<file path="config.mk">
export PLATFORM = sky130hd
export DESIGN_NAME = trigger_axis_stall_detector
export DESIGN_NICKNAME = d
export VERILOG_FILES = /design/src/rtl/trigger_dbg_pkg.sv /design/src/rtl/trigger_stall_counter.sv /design/src/rtl/trigger_axis_stall_detector.sv
export SDC_FILE = /design/constraint.sdc
export NUM_CORES = 1
export LEC_CHECK = 0
export CORE_UTILIZATION = 55
export CTS_BUF_LIST = sky130_fd_sc_hd__clkbuf_4 sky130_fd_sc_hd__clkbuf_8 sky130_fd_sc_hd__clkbuf_16
export CTS_CLUSTER_SIZE = 12
export DETAILED_ROUTE_END_ITERATION = 12
export HOLD_SLACK_MARGIN = 0.08
export PLACE_DENSITY = 0.74
export SYNTH_ARGS = -nofsm -noshare
export SYNTH_HDL_FRONTEND = slang
export SYNTH_HIERARCHICAL = 1
export SYNTH_SLANG_ARGS = --single-unit
</file>
<file path="constraint.sdc">
create_clock -name clock -period 5.8 [get_ports clock]
set_input_delay 1.16 -clock clock [delete_from_list [all_inputs] [get_ports clock]]
set_output_delay 1.16 -clock clock [all_outputs]
set_load 0.02 [all_outputs]
</file>
<file path="src/rtl/trigger_dbg_pkg.sv">
// Shared types and helpers for the trigger debug blocks: capture FSM states,
// default sizing and the small arithmetic helpers used by the stall detector.
package trigger_dbg_pkg;

    typedef enum logic {
        ARMED    = 1'b0,
        CAPTURED = 1'b1
    } cap_state_t;

    localparam int          DEF_N_CH      = 8;
    localparam int          DEF_CNT_W     = 16;
    localparam logic [31:0] DEF_PROD_MASK = 32'h0000_00F0;

    // Increment that sticks at max_v instead of wrapping.
    function automatic logic [31:0] sat_inc(input logic [31:0] v, input logic [31:0] max_v);
        return (v >= max_v) ? max_v : v + 32'd1;
    endfunction

    function automatic logic [4:0] lowest_set(input logic [31:0] v);
        logic [4:0] idx;
        idx = '0;
        for (int i = 31; i >= 0; i--) begin
            if (v[i]) idx = 5'(i);
        end
        return idx;
    endfunction

endpackage

</file>
<file path="src/rtl/trigger_stall_counter.sv">
// One monitored AXIS channel: decodes a stall from the VALID/READY tap, counts
// the consecutive stall run and flags the channel once the run reaches thresh.
module trigger_stall_counter
    import trigger_dbg_pkg::*;
#(
    parameter int CNT_W = DEF_CNT_W,
    parameter bit PROD  = 1'b1
) (
    input  logic             clock,
    input  logic             reset,
    input  logic             en,
    input  logic [CNT_W-1:0] thresh,
    input  logic             tvalid,
    input  logic             tready,
    output logic             block_d,
    output logic             block_q,
    output logic [CNT_W-1:0] cnt_q
);

    localparam logic [CNT_W-1:0] CNT_MAX = '1;

    logic             stall;
    logic [CNT_W-1:0] inc;
    logic [CNT_W-1:0] thr_eff;
    logic [CNT_W-1:0] cnt_d;

    always_comb begin
        // Producers stall on unaccepted data, consumers on data that never arrives.
        stall   = PROD ? (tvalid & ~tready) : (tready & ~tvalid);
        inc     = CNT_W'(sat_inc(32'(cnt_q), 32'(CNT_MAX)));
        thr_eff = (thresh == '0) ? CNT_W'(1) : thresh;
        cnt_d   = '0;
        block_d = 1'b0;
        if (en && stall) begin
            cnt_d   = inc;
            block_d = (inc >= thr_eff);
        end
    end

    always_ff @(posedge clock) begin
        if (reset) begin
            cnt_q   <= '0;
            block_q <= 1'b0;
        end else begin
            cnt_q   <= cnt_d;
            block_q <= block_d;
        end
    end

endmodule

</file>
<file path="src/rtl/trigger_axis_stall_detector.sv">
// Per-channel AXIS stall detection feeding the deadlock monitor, plus a sticky
// capture of the first channel to block and its stall length.
module trigger_axis_stall_detector
    import trigger_dbg_pkg::*;
#(
    parameter int              N_CH      = DEF_N_CH,
    parameter int              CNT_W     = DEF_CNT_W,
    parameter logic [N_CH-1:0] PROD_MASK = N_CH'(DEF_PROD_MASK),
    parameter int              IDX_W     = 3
) (
    input  logic             clock,
    input  logic             reset,
    input  logic             en,
    input  logic [CNT_W-1:0] thresh,
    input  logic             clear,
    input  logic [N_CH-1:0]  tvalid,
    input  logic [N_CH-1:0]  tready,
    output logic [N_CH-1:0]  axis_block_sigs,
    output logic             any_block,
    output logic             cap_valid,
    output logic [IDX_W-1:0] cap_idx,
    output logic [CNT_W-1:0] cap_len
);

    logic [N_CH-1:0]  block_d;
    logic [N_CH-1:0]  block_q;
    logic [CNT_W-1:0] cnt_q [N_CH];

    generate
        for (genvar gi = 0; gi < N_CH; gi++) begin : g_ch
            trigger_stall_counter #(
                .CNT_W (CNT_W),
                .PROD  (PROD_MASK[gi])
            ) u_cnt (
                .clock   (clock),
                .reset   (reset),
                .en      (en),
                .thresh  (thresh),
                .tvalid  (tvalid[gi]),
                .tready  (tready[gi]),
                .block_d (block_d[gi]),
                .block_q (block_q[gi]),
                .cnt_q   (cnt_q[gi])
            );
        end
    endgenerate

    cap_state_t       state_q, state_d;
    logic             any_block_q;
    logic             cap_valid_q, cap_valid_d;
    logic [IDX_W-1:0] cap_idx_q, cap_idx_d;
    logic [CNT_W-1:0] cap_len_q, cap_len_d;
    logic [IDX_W-1:0] first_idx;

    always_comb begin
        first_idx   = IDX_W'(lowest_set(32'(block_q)));
        state_d     = state_q;
        cap_valid_d = cap_valid_q;
        cap_idx_d   = cap_idx_q;
        cap_len_d   = cap_len_q;
        // A clear re-arms even when a block is present; a still-present block
        // is then captured one cycle later.
        if (clear) begin
            state_d     = ARMED;
            cap_valid_d = 1'b0;
            cap_idx_d   = '0;
            cap_len_d   = '0;
        end else if (state_q == ARMED && any_block_q) begin
            state_d     = CAPTURED;
            cap_valid_d = 1'b1;
            cap_idx_d   = first_idx;
            cap_len_d   = cnt_q[first_idx];
        end
    end

    always_ff @(posedge clock) begin
        if (reset) begin
            state_q     <= ARMED;
            any_block_q <= 1'b0;
            cap_valid_q <= 1'b0;
            cap_idx_q   <= '0;
            cap_len_q   <= '0;
        end else begin
            state_q     <= state_d;
            any_block_q <= |block_d;
            cap_valid_q <= cap_valid_d;
            cap_idx_q   <= cap_idx_d;
            cap_len_q   <= cap_len_d;
        end
    end

    assign axis_block_sigs = block_q;
    assign any_block       = any_block_q;
    assign cap_valid       = cap_valid_q;
    assign cap_idx         = cap_idx_q;
    assign cap_len         = cap_len_q;

endmodule

</file>
==> impl_metrics.yaml <==
outcome:
  status: "finished clean"
clocking:
  tritoncts: "done"
  cts_max_level: 4
  clock_path_buffers: 2
  post_cts_buffers: 0
  root_buffer: "clkbuf_16"
  clk_pin_slew_ns: 0.07
  cts_num_sinks: 157
  post_cts_resized: 0
  cts_hold_buf: 0
  clock_latency_ns: 0.43
  cts_made_buffers: 17
yosys:
  synth-async-reset-ratio_pct: 0
  syn_inst: 1530
  yosysWarnings: 6
  yosysSeqAreaShare_pct: 25.0
  ys.flop_type: "dfxtp_1"
  syn_area_per_cell_sq_um: 8.22
  synthDistinctLibCells: 59
  synth_area_sq_mm: 0.0126
  synth-seq-cells: 157
  synth-edff-count: 0
  syn-num-nets: 1702
power:
  power.density_mw_per_mm2: 173
  peakVddDrop_uv: 158
  power_leakage_nw: 6.14
layout:
  fin_area_sq_mm: 0.0141
  area.growth.synth_to_final_pct: 11.9
  final_common_cell: "nand2_1"
  multi_input_area_sq_mm: 0.00864
  fillCellCount: 1905
  fin_nets: 1758
  insertedDiodeCount: 0
  regArea_sq_mm: 0.00314
  layout_common_cells: "nand2_1 (172), a21oi_1 (170), dfxtp_1 (157)"
  drive_above_1_share_pct: 10.1
floorplan:
  die_y_microns: 153
  rows: 54
  pin_count: 65
  die_area_sq_mm: 0.0235
  start_util_pct: 56.9
  die_w_microns: 153
  core-area_sq_mm: 0.0221
detailed_routing:
  drc: 0
  dr.pass1.iters: 6
  vias: 12200
  viasPerCell: 6.49
  wl_per_cell_microns: 22.2
  drt_iter0_drc: 1451
  ant_nets: 0
  routed_wl_microns: 41600
job:
  maxCapViolations: 0
global_route:
  grtUsageTotal_pct: 35.6
  grt_max_degree: 35
  antenna_found_initial: 1
  grt_pass1_vias: 11400
  grt-ovfl-total: 0
  grt_pass1_wl_microns: 64100
timing:
  final.setup_skew_ns: 0.0122
  min_period_ns: 4.39
  slew_viol_final: 0
  timing.final.hold_violations: 0
  fin_crit_sh_pct: 75.6
  rsz0062_at_grt: "no"
  setup_viol: 0
  hold-worst-slack_ns: 0.500
  fmax_mhz: 228
  finalSetupTns_ns: 0
  worstMarginPinSlew_ns: 1.17
  relSlewSlack_pct: 21.4
worst_hold_path:
  hp-class: "reg2reg"
  hold_start: "cap_valid"
setup_path:
  r2r_cells: 12
  crit_slowest_cell: "clkdlybuf4s50_1"
  reg2reg_from: "g_ch[5].u_cnt/cnt_q[0]"
  critPathCaptureType: "flop"
  r2r_slack_ns: 1.82
  path_class: "in2reg"
  cp-start-kind: "primary input"
  worstPathArrival_ns: 4.68
  path_max_fanout: 13
  r2r-end: "any_block"
  crit_chain: "clkdlybuf4s50_1, buf_4, nor4_1, a41o_1, ha_1, nand2b_1, a2111o_1, a311oi_1, a21oi_1, nor4_1, a21oi_1"
  cp.required_ns: 6.09
  startpoint: "thresh[11]"
  critPathMaxStageDelay_ns: 0.80
  cp-endpoint: "any_block"
placed_design:
  place_area_sq_mm: 0.0135
  portBuffers: 64
  hpwl_microns: 32100
  gp_congestion: 1.07
-- through the flow --
step	cells	util [%]	power, mW	setup WS (ns)
floorplan	1530	-	1.19	2.60
global placement	1847	60.9	1.29	1.26
detailed placement	1847	60.9	1.30	1.12
CTS	1879	63.6	2.43	1.52
global route	1879	63.6	2.50	1.33
finish	1879	63.6	2.43	1.41
-- how the worst min path moves through the flow --
stage | cells past startpoint | to
floorplan | 1 | g_ch[1].u_cnt/cnt_q[0]
finish | 1 | cap_valid
CTS | 1 | cap_valid
detailed placement | 1 | cap_valid
global route | 1 | cap_idx[0]
global placement | 1 | cap_valid
-- synthesized netlist by cell type (9+ instances only) --
library cell,count,area (sq um)
xnor2_1,48,420
clkbuf_1,18,67.6
o21ai_0,40,200
a31oi_1,32,200
o21a_1,9,67.6
nand4_1,16,100
inv_1,152,571
or2_2,9,56.3
nor4_1,26,163
a21oi_1,170,851
nor4_2,9,113
and3_1,16,100
nand2_1,172,646
dfxtp_1,157,3140
ha_1,136,1700
mux2i_1,50,500
nand2_2,9,56.3
o22ai_1,16,100
nor2_1,54,203
nand3_1,59,295
xor2_1,16,140
nor3_1,67,335
buf_2,12,60.1
a211oi_1,16,120
nand4_4,16,340
or3_1,16,100
-- flip-flops by register name (all words and copies together), names as in the netlist --
| signal | flops |
|---|---|
| cap_valid | 1 |
| any_block | 1 |
| cap_idx | 3 |
| g_ch.u_cnt/block_q | 8 |
| g_ch.u_cnt/cnt_q | 128 |
| cap_len | 16 |
-- layer usage --
layer	part of all wire [%]	track usage, %	routed length, microns
met5	0.031	0	13
met4	5.6	19.4	2330
met3	9.0	6.89	3750
met2	43	54.0	17800
met1	43	47.5	17700
-- worst max-delay path: cells and delay by family --
family	cells	cell delay, ns
adders and majority gates	1	0.23
and+or+nand+nor	3	0.89
AOI/OAI and AO/OA	5	1.24
buffers and inverters	2	1.15
-- kinds of logic (layout without fill, tap and decap cells) --
group                    Yosys count  count (layout)  share of synthesized area [%]
flip-flops                       157             157                           25.0
multiplexers                      66              66                           5.42
adder cells (fa/ha/maj)          136             136                           13.5
buffers and inverters            195             264                           6.26
AO/OA/AOI/OAI                    345             345                           17.2
AND/OR/NAND/NOR                  567             567                           28.1
XOR/XNOR                          64              64                           4.46
-- cell type report --
class	instances	share of cell area, %
clock inverter	12	0.979
timing repair buffer	80	5.41
inverter	152	4.06
tap	280	2.49
multi-input combinational	1178	61.4
clock buffer	20	3.27
sequential	157	22.4
-- where the power goes --
group          switching [mW]  leakage [nW]  total (mW)  internal, mW
clock                   0.487         0.290        1.15         0.666
sequential            0.00407          1.26        1.08          1.08
combinational           0.125          4.59       0.197        0.0717
total                   0.616          6.14        2.43          1.82
No activity file was read; power rests on OpenSTA's default activity.
